<file path="config.mk">
export PLATFORM = sky130hd
export DESIGN_NAME = btb_update_ctrl
export DESIGN_NICKNAME = d
export VERILOG_FILES = /design/src/rtl/btb_update_ctrl.sv
export SDC_FILE = /design/constraint.sdc
export NUM_CORES = 1
export LEC_CHECK = 0
export ABC_AREA = 1
export CAP_MARGIN = 20
export CORE_AREA = 3 3 299 301
export CTS_BUF_LIST = sky130_fd_sc_hd__clkbuf_8
export DETAILED_ROUTE_END_ITERATION = 6
export DIE_AREA = 0 0 302 304
export PLACE_DENSITY = 0.55
export SLEW_MARGIN = 20
export SYNTH_ARGS = -nofsm -noshare
export SYNTH_HDL_FRONTEND = slang
export SYNTH_SLANG_ARGS = --single-unit
</file>
<file path="constraint.sdc">
create_clock -name clk -period 9.6 [get_ports clk]
set_input_delay 2.4 -clock clk [delete_from_list [all_inputs] [get_ports clk]]
set_output_delay 2.4 -clock clk [all_outputs]
set_load 0.01 [all_outputs]
</file>
<file path="src/rtl/btb_update_ctrl.sv">
// 8-entry branch target buffer update controller: hit/allocate/replace with
// 2-bit saturating counters, round-robin replacement when the table is full.
module btb_update_ctrl (
   input  logic        clk,
   input  logic        rst,
   input  logic        upd_valid,
   input  logic [31:0] upd_pc,
   input  logic [31:0] upd_target,
   input  logic        upd_taken,
   input  logic        clr,
   output logic        v1, v2, v3, v4, v5, v6, v7, v8,
   output logic [31:0] A1, A2, A3, A4, A5, A6, A7, A8,
   output logic [31:0] B1, B2, B3, B4, B5, B6, B7, B8,
   output logic [1:0]  s1, s2, s3, s4, s5, s6, s7, s8,
   output logic [15:0] upd_cnt,
   output logic [15:0] evict_cnt
);
   logic [7:0]        v_q, v_d;
   logic [7:0][31:0]  a_q, a_d, b_q, b_d;
   logic [7:0][1:0]   s_q, s_d;
   logic [2:0]        ptr_q, ptr_d;
   logic [15:0]       upd_cnt_q, upd_cnt_d, evict_cnt_q, evict_cnt_d;

   logic       hit, free;
   logic [2:0] hit_idx, free_idx, alloc_idx;

   always_comb begin
      hit      = 1'b0;
      hit_idx  = 3'd0;
      free     = 1'b0;
      free_idx = 3'd0;
      // descending scan so the lowest matching index is the one left standing
      for (int i = 7; i >= 0; i--) begin
         if (v_q[i] && a_q[i] == upd_pc) begin
            hit     = 1'b1;
            hit_idx = 3'(i);
         end
         if (!v_q[i]) begin
            free     = 1'b1;
            free_idx = 3'(i);
         end
      end
      alloc_idx = free ? free_idx : ptr_q;
   end

   always_comb begin
      v_d         = v_q;
      a_d         = a_q;
      b_d         = b_q;
      s_d         = s_q;
      ptr_d       = ptr_q;
      upd_cnt_d   = upd_cnt_q;
      evict_cnt_d = evict_cnt_q;
      if (clr) begin
         v_d   = '0;
         ptr_d = '0;
      end else if (upd_valid) begin
         upd_cnt_d = upd_cnt_q + 16'd1;
         if (hit) begin
            if (upd_taken) begin
               if (s_q[hit_idx] != 2'd3) s_d[hit_idx] = s_q[hit_idx] + 2'd1;
               b_d[hit_idx] = upd_target;
            end else if (s_q[hit_idx] != 2'd0) begin
               s_d[hit_idx] = s_q[hit_idx] - 2'd1;
            end
         end else if (upd_taken) begin
            v_d[alloc_idx] = 1'b1;
            a_d[alloc_idx] = upd_pc;
            b_d[alloc_idx] = upd_target;
            s_d[alloc_idx] = 2'b10;
            if (!free) begin
               ptr_d       = ptr_q + 3'd1;
               evict_cnt_d = evict_cnt_q + 16'd1;
            end
         end
      end
   end

   always_ff @(posedge clk) begin
      if (rst) begin
         v_q         <= '0;
         a_q         <= '0;
         b_q         <= '0;
         s_q         <= '0;
         ptr_q       <= '0;
         upd_cnt_q   <= '0;
         evict_cnt_q <= '0;
      end else begin
         v_q         <= v_d;
         a_q         <= a_d;
         b_q         <= b_d;
         s_q         <= s_d;
         ptr_q       <= ptr_d;
         upd_cnt_q   <= upd_cnt_d;
         evict_cnt_q <= evict_cnt_d;
      end
   end

   assign {v8, v7, v6, v5, v4, v3, v2, v1} = v_q;
   assign {A8, A7, A6, A5, A4, A3, A2, A1} = a_q;
   assign {B8, B7, B6, B5, B4, B3, B2, B1} = b_q;
   assign {s8, s7, s6, s5, s4, s3, s2, s1} = s_q;
   assign upd_cnt   = upd_cnt_q;
   assign evict_cnt = evict_cnt_q;
endmodule

</file>
## Yosys cells after proc, flatten, opt, wreduce, memory -nomap -nowiden

Cells that the tools add are included.
W data, S select, Z words.

- Bits of input ports: 69
- Register bits after elaboration: 571
- Output and inout port bits: 568

- Multiplexer cells: 58
- Reduce and logical (&&, ||, !) cells: 21
- Eq/ne operators: 10
- Bitwise gates (word level): 7
- $lt $le $gt $ge: 4
- Add/subtract/negate cells: 5

Operators by type and width:

| operator | number |
|---|---|
| $bwmux W256 | 3 |
| $mux W256 | 3 |
| $eq A32 B32 Y1 | 8 |
| $demux W32 S3 | 2 |
| $mux W16 | 5 |
| $mux W32 | 2 |
| $mux W3 | 17 |
| $add A16 B1 Y16 const B | 2 |
| $bwmux W16 | 2 |
| $mux W1 | 17 |
| $or A8 B8 Y8 | 2 |
| $demux W2 S3 | 2 |
| $logic_and A1 B1 Y1 | 10 |
| $reduce_and A5 Y1 | 2 |
| $and A8 B8 Y8 | 1 |
| $lt A3 B4 Y1 const B | 2 |
| $not A8 Y8 | 1 |
| $reduce_and A4 Y1 | 2 |
| $bmux W2 S3 | 1 |
| $ge A3 B1 Y1 const B | 2 |
| $mux W2 | 3 |
| $reduce_and A3 Y1 | 2 |
| $reduce_bool A2 Y1 | 3 |
| $add A3 B1 Y3 const B | 1 |
| other kinds (8) | 10 |

## Longest topological paths before layout

Gate-level depths: netlist (run 1).

- Word-level depth: 18
- Depth in mapped cells: 32
- Mapped depth without buffers: 30

## Least setup slack after synthesis (run 1)

OpenSTA, ideal clock, no wires.

- Path kind: input port to flip-flop
- Start: input port upd_pc[5]
- End: register s_q (netlist bit s2[1])
- Cell stages on the path: 25
- Slack: 4.394 ns
- Data arrival time: 5.072 ns
- Library setup time: 0.134 ns
- Path buffers: 3
- Required time: 9.466 ns
- Path through: buf_4 inv_2 buf_4 nand2_1 nand4_1 nor3b_1 nand4_1 nand2_1 nand2_1 nand2_4 nand2_4 nand3_1 nand2_1 nor2_2 nand2_1 inv_1 ha_1 a21oi_1 o21ai_0 inv_1 nand2_2 inv_1 buf_2 a21oi_1 a211oi_1

- Word-level cells in the longest chain between the ends: 18
- Elaborated cells on any way between the ends: 53
- Classes of those cells: add/sub (2); order compare (2); eq/ne (10); mux (26); reduce/logical (13)

RTL lines:

| element | line | source |
|---|---|---|
| start: declaration | 7 | `input logic [31:0] upd_pc,` |
| $eq A32 B32 Y1 | 34 | `if (v_q[i] && a_q[i] == upd_pc) begin` |
| $logic_and A1 B1 Y1 | 34 |  |
| $mux W3 (8 in a row) | 34 |  |
| $lt A3 B4 Y1 (implied by the code) / $ge A3 B1 Y1 (equally long branches) | 61, 64 |  |
| $logic_and A1 B1 Y1 (implied by the code) | 61, 64 |  |
| $mux W2 (implied by the code) | 61, 64 |  |
| $demux W2 S3 | 61, 64 |  |
| $bwmux W16 (on tied branches) | 64, 61 |  |
| $mux W16 (on tied branches) | 63, 61 |  |
| $mux W16 | 60 | `if (upd_taken) begin` |
| $mux W16 | 59 | `if (hit) begin` |
| end signal: assignment | 84 | `s_q <= '0;` |
| end signal: assignment | 92 | `s_q <= s_d;` |
| end: declaration | 20 | `logic [7:0][1:0] s_q, s_d;` |

Parallel ways exist; a longest one is shown, timed or not. The select of a mux whose other input is x is not followed.
A chain may end at the register's enable or synchronous reset.

## Worst setup path in the final report (run 1)

- Start: input port upd_pc[21]
- End: register s_q (netlist bit s1[1])

Same word-level chain as after synthesis.

==> impl_metrics.json, run 1 <==
{
  "status": "finished clean",
  "maxCapViolCount": 0,
  "h-tree-depth": 3,
  "insertion_delay_ns": 0.77,
  "critPathSlowestCell": "clkdlybuf4s50_1",
  "synthCells": 3640,
  "synth_top_area_frac": 0.439,
  "synth_flop_cell": "dfxtp_1",
  "cp_common_cell": "nand2_1",
  "dpl.hpwl_um": 101000,
  "synth-compound-area-share": 0.238,
  "avgViaCountPerCell": 5.18,
  "hold_viol": 0,
  "finClkSkew_ns": 0.0791,
  "port_buffers": 636,
  "fin_total_pwr_uw": 5270,
  "hold_path_class": "flop to flop",
  "core_area_um2": 86900,
  "clkSinkCount": 571,
  "place_congestion": 1.00,
  "die-height_um": 304,
  "grt_pass1_wl_um": 192000,
  "clkSlewWorstSetupHoldPaths_ns": 0.06,
  "cts_made_buffers": 100,
  "final_antenna_net_count": 0,
  "num_rows": 108,
  "cts_buffer_depth": 3,
  "fmax_mhz": 141,
  "ios": 637,
  "slowest_delay_ns": 1.01,
  "crit_buf_inv": 3,
  "syn_nets": 3714,
  "post_cts_buffers": 0,
  "p_leak_uw": 0.0135,
  "post_cts_resize_count": 0,
  "fin_tns_setup_ns": 0,
  "power.density_nw_per_um2": 151,
  "fin_nets": 4250,
  "cp_cell_sequence": "clkdlybuf4s50_1 -> inv_1 -> nand2_1 -> o21ai_0 -> nor2_1 -> nand2_1 -> nor2_1 -> nand4_1 -> nand2_1 -> nand2_1 -> nand2_1 -> nand2_1 -> nand2_4 -> nand2_4 -> nand3_1 -> nand2_1 -> nor2_2 -> nand2_1 -> ha_1 -> nand3_1 -> nand2_2 -> inv_1 -> nand2_1 -> a221oi_1",
  "final_common_cell": "nand2_1",
  "finalSetupViolCount": 0,
  "synth_top_family_by_area": "compound AO/OA/AOI/OAI gates",
  "slew_viol_final": 0,
  "die-area_um2": 91800,
  "period_share": 0.737,
  "yosysUniqueCellTypes": 48,
  "wl_per_cell_um": 25.0,
  "cp.required_ns": 10.22,
  "arrival_ns": 7.70,
  "ys_ff_latch": 571,
  "path_max_fanout": 16,
  "synth_area_leaders": "dfxtp_1 (44%), a21oi_1 (11%), nand2_1 (10%)",
  "synthXorXnorAreaFrac": 0.0185,
  "overflow": 0,
  "grt_antenna_before_repair": 4,
  "start_util": 0.300,
  "cts_tree": "done",
  "synthSimpleGateAreaFrac": 0.202,
  "grt_max_degree": 202,
  "synthMuxAreaShare": 0,
  "die_x_um": 302,
  "postSynth.asyncResetShare": 0,
  "drtIter0Drc": 2534,
  "ir_drop_mv": 0.110,
  "worst_pin_slew_ns": 1.03,
  "synth_edf_count": 0,
  "critPathLaunchType": "primary input",
  "synth_area_per_cell_um2": 7.15,
  "cts_root_buffer": "clkbuf_8",
  "syn2layout_area_growth_pct": 34.1,
  "drt_pre_antenna_iters": 6,
  "grt_pass1_vias": 26900,
  "rsz0062_at_grt": "false",
  "routed_wl_um": 136000,
  "synth_warnings": 0,
  "grt_usage": 0.284,
  "drive_above_1_share": 0.0620,
  "route.detailed.drc": 0,
  "num_vias": 28100,
  "netlist_area_um2": 26000,
  "crit_type": "primary input to flop",
  "critPathCaptureType": "flop",
  "final_cell_mix": "nand2_1 (691), clkdlybuf4s50_1 (636), dfxtp_1 (571)",
  "crit_family": "simple AND/OR/NAND/NOR gates",
  "synthAdderAreaFrac": 0.00240,
  "slew-limit-headroom": 0.313,
  "yosysSeqAreaShare": 0.439,
  "fin_crit_ns": 7.08,
  "synth_top_area_cell": "dfxtp_1",
  "ctsHoldBuffers": 0
}
## cells by family after synthesis
family	count (synthesis)
flip-flops	571
XOR/XNOR	55
adder cells (fa/ha/maj)	5
AND/OR/NAND/NOR	1222
buffers and inverters	571
AO/OA/AOI/OAI	1216
## cell type report
type | count | area, um^2
fill | 9023 | 52000
multi-input combinational | 2498 | 12000
sequential | 571 | 11400
timing repair buffer | 662 | 6570
clock buffer | 125 | 1720
tap | 1155 | 1450
inverter | 343 | 1300
clock inverter | 58 | 464
antenna | 3 | 7.51
## stage by stage
step / instance area (um^2) / utilization / setup slack [ns] / hold WS [ns] / cells
finish: 34900 / 0.402 / 2.52 / 0.470 / 5415
global route: 34900 / 0.402 / 2.36 / 0.499 / 5415
CTS: 34900 / 0.402 / 2.73 / 0.471 / 5412
detailed placement: 32700 / 0.377 / 1.93 / 0.448 / 5229
global placement: 32700 / 0.377 / 1.98 / 0.457 / 5229
floorplan: 26000 / - / 4.39 / 0.444 / 3640
## worst paths after layout
| kind | from | endpoint | slack [ns] | cells past startpoint |
|---|---|---|---|---|
| max | upd_pc[21] | s1[1] | 2.52 | 24 |
| min | upd_cnt[15] | upd_cnt[15] | 0.47 | 1 |
| max reg2reg | A6[12] | s1[1] | 5.45 | 22 |
| min reg2reg | upd_cnt[15] | upd_cnt[15] | 0.47 | 1 |
## worst reg2reg max path, delay by kind of cell, from the launching register on
family | cells | cell delay [ns]
AND/OR/NAND/NOR | 18 | 2.58
buffers and inverters | 1 | 0.38
flip-flops | 1 | 0.33
XOR/XNOR | 1 | 0.27
AO/OA/AOI/OAI | 1 | 0.25
adder cells (fa/ha/maj) | 1 | 0.20
## synthesized netlist by cell type, types with 4 or more instances
| cell type | count |
|---|---|
| ha_1 | 5 |
| nand3b_1 | 6 |
| a211oi_1 | 7 |
| a21oi_1 | 570 |
| o22ai_1 | 21 |
| nand3_1 | 80 |
| nand3_2 | 4 |
| xor2_1 | 14 |
| nor3b_1 | 9 |
| or2_2 | 4 |
| o21ai_0 | 464 |
| buf_2 | 86 |
| nor2_1 | 280 |
| nand2_4 | 6 |
| xnor2_1 | 41 |
| nand2_2 | 4 |
| dfxtp_1 | 571 |
| o211ai_1 | 4 |
| or2_1 | 9 |
| nor2_4 | 10 |
| clkbuf_1 | 63 |
| buf_4 | 31 |
| inv_2 | 34 |
| clkbuf_2 | 16 |
| nand2_1 | 691 |
| nand4_1 | 74 |
| nor2_2 | 8 |
| nor3_1 | 21 |
| inv_1 | 304 |
| o21ai_1 | 142 |
| buf_6 | 31 |
## metal layers
layer / wire length (um) / track usage / vias up
met5: 20 / 0 / -
met3: 12300 / 0.0693 / 294
li1: - / - / 13200
met1: 54000 / 0.354 / 13200
met2: 63100 / 0.467 / 1358
met4: 6300 / 0.119 / 2
## power by group
group	switching, uW	internal, uW	total (uW)
Sequential	19.8	2390	2410
Combinational	301	124	425
Clock	1130	1310	2430
Total	1450	3820	5270
Power figures use the tool's default switching activity.
==> inputs of run 2 (changes only) <==
==> constraint.sdc (replaced) <==
create_clock -name clk -period 7.1 [get_ports clk]
set_input_delay 1.775 -clock clk [delete_from_list [all_inputs] [get_ports clk]]
set_output_delay 1.775 -clock clk [all_outputs]
set_load 0.01 [all_outputs]
==> impl_metrics.json, run 2 (same netlist as run 1, synthesis figures left out) <==
{
  "status": "finished clean",
  "post_cts_resize_count": 0,
  "h-tree-depth": 3,
  "finalSetupViolCount": 0,
  "ir_drop_mv": 0.128,
  "reg2reg_from": "A2[22]",
  "die-area_um2": 91800,
  "route.detailed.drc": 0,
  "final_antenna_net_count": 0,
  "grt_antenna_before_repair": 3,
  "critPathSlowestCell": "clkdlybuf4s50_1",
  "power_frac_clock": 0.482,
  "rrSetupSlack_ns": 2.89,
  "critPathLaunchType": "primary input",
  "core_area_um2": 86900,
  "clkSlewWorstSetupHoldPaths_ns": 0.06,
  "fin_nets": 4295,
  "port_buffers": 636,
  "p_leak_uw": 0.0137,
  "final_common_cell": "nand2_1",
  "holdWs_ns": 0.463,
  "syn2layout_area_growth_pct": 36.4,
  "slew_viol_final": 0,
  "fin_crit_ns": 5.85,
  "die_x_um": 302,
  "insertion_delay_ns": 0.77,
  "cp_common_cell": "nand2_1",
  "arrival_ns": 6.51,
  "start_util": 0.300,
  "finClkSkew_ns": 0.0602,
  "hold_viol": 0,
  "fmax_mhz": 171,
  "cp_cell_sequence": "clkdlybuf4s50_1 -> inv_2 -> nand2_1 -> nor3b_1 -> nand2_1 -> nor2_1 -> nand3_1 -> o21ai_1 -> nand2_1 -> nor3_2 -> nand4_1 -> nand2_1 -> nor2_2 -> nand2_1 -> inv_1 -> ha_1 -> a21oi_1 -> o21ai_0 -> inv_1 -> nand2_2 -> inv_1 -> nand2_1 -> a221oi_1",
  "fillers": 9031,
  "place_congestion": 1.03,
  "dpl.hpwl_um": 103000,
  "cts_tree": "done",
  "clkSinkCount": 571,
  "cts_made_buffers": 103,
  "drt_pre_antenna_iters": 6,
  "multi_input_area_um2": 12000,
  "crit_family": "simple AND/OR/NAND/NOR gates",
  "num_rows": 108,
  "crit_start": "upd_pc[14]",
  "cp.required_ns": 7.77,
  "rsz0062_at_grt": "false",
  "crit_type": "primary input to flop",
  "die-height_um": 304,
  "num_vias": 28300,
  "grt_pass1_wl_um": 196000,
  "slew-limit-headroom": 0.272,
  "ios": 637,
  "slowest_delay_ns": 0.96,
  "seqPwrFrac": 0.438,
  "avgViaCountPerCell": 5.19,
  "intPower_uw": 5400,
  "power.density_nw_per_um2": 209,
  "drive_above_1_share": 0.0743,
  "final-seq-area_um2": 11400,
  "grt_max_degree": 157,
  "swShare": 0.272,
  "cts_root_buffer": "clkbuf_8",
  "path_max_fanout": 15,
  "grt_usage": 0.289,
  "grt_pass1_vias": 27000,
  "hold_path.startpoint": "upd_cnt[15]",
  "period_share": 0.824,
  "cts_buffer_depth": 3,
  "crit_buf_inv": 5,
  "maxCapViolCount": 0,
  "final_cell_mix": "nand2_1 (691), clkdlybuf4s50_1 (636), dfxtp_1 (571)",
  "switching_power_uw": 2020,
  "wl_per_cell_um": 25.2,
  "overflow": 0,
  "fin_tns_setup_ns": 0,
  "hold_path_class": "flop to flop",
  "power_frac_comb": 0.080,
  "drtIter0Drc": 2964,
  "post_cts_buffers": 0,
  "routed_wl_um": 138000,
  "worst_pin_slew_ns": 1.09,
  "critPathCaptureType": "flop",
  "ctsHoldBuffers": 0
}
==> run 2: through the flow <==
step / total power [uW] / setup slack (ns) / utilization / std cells / instance area [um^2]
3_3_place_gp: 3910 / 0.589 / 0.381 / 5271 / 33100
5_1_grt: 7640 / 0.956 / 0.409 / 5460 / 35500
3_5_place_dp: 3900 / 0.576 / 0.381 / 5271 / 33100
2_1_floorplan: 3630 / 2.52 / - / 3640 / 26000
4_1_cts: 7460 / 1.38 / 0.409 / 5459 / 35500
6_report: 7420 / 1.25 / 0.409 / 5461 / 35500
==> run 2: worst reg2reg max path: cells and delay by family (launching register included) <==
family                     cells  cell delay, ns
and+or+nand+nor               13            1.46
xor gates and xnor gates       1            0.75
AOI/OAI and AO/OA              4            0.67
buffers and inverters          5            0.67
DFF                            1            0.43
adders and majority gates      1            0.17
==> run 2: final cells by class <==
type | instances | area share
diodes | 2 | 0.000141
clock buffers | 139 | 0.0538
clock inverters | 49 | 0.0134
inverters | 343 | 0.0365
multi-input cells | 2498 | 0.337
flip-flops and latches | 571 | 0.322
well taps | 1155 | 0.0407
repair buffers | 704 | 0.196
==> run 2: worst paths after layout <==
check,endpoint,cells after the start
worst min-delay path,upd_cnt[15],1
worst min register to register,upd_cnt[15],1
worst max-delay path,s1[1],23
worst max register to register,s1[1],24
==> run 2: layer usage <==
metal | GRT usage | wire length (um)
met1 | 0.364 | 55700
met2 | 0.468 | 63300
met3 | 0.0738 | 12700
met4 | 0.124 | 6100
met5 | 0 | 20
==> run 2: power groups by stage <==
| stage | clock [uW] | sequential [uW] | combinational, uW |
|---|---|---|---|
| 2_1_floorplan | 0 | 3320 | 301 |
| 3_3_place_gp | 0 | 3320 | 583 |
| 3_5_place_dp | 0 | 3320 | 579 |
| 4_1_cts | 3620 | 3250 | 580 |
| 5_1_grt | 3760 | 3260 | 625 |
| 6_report | 3580 | 3250 | 593 |
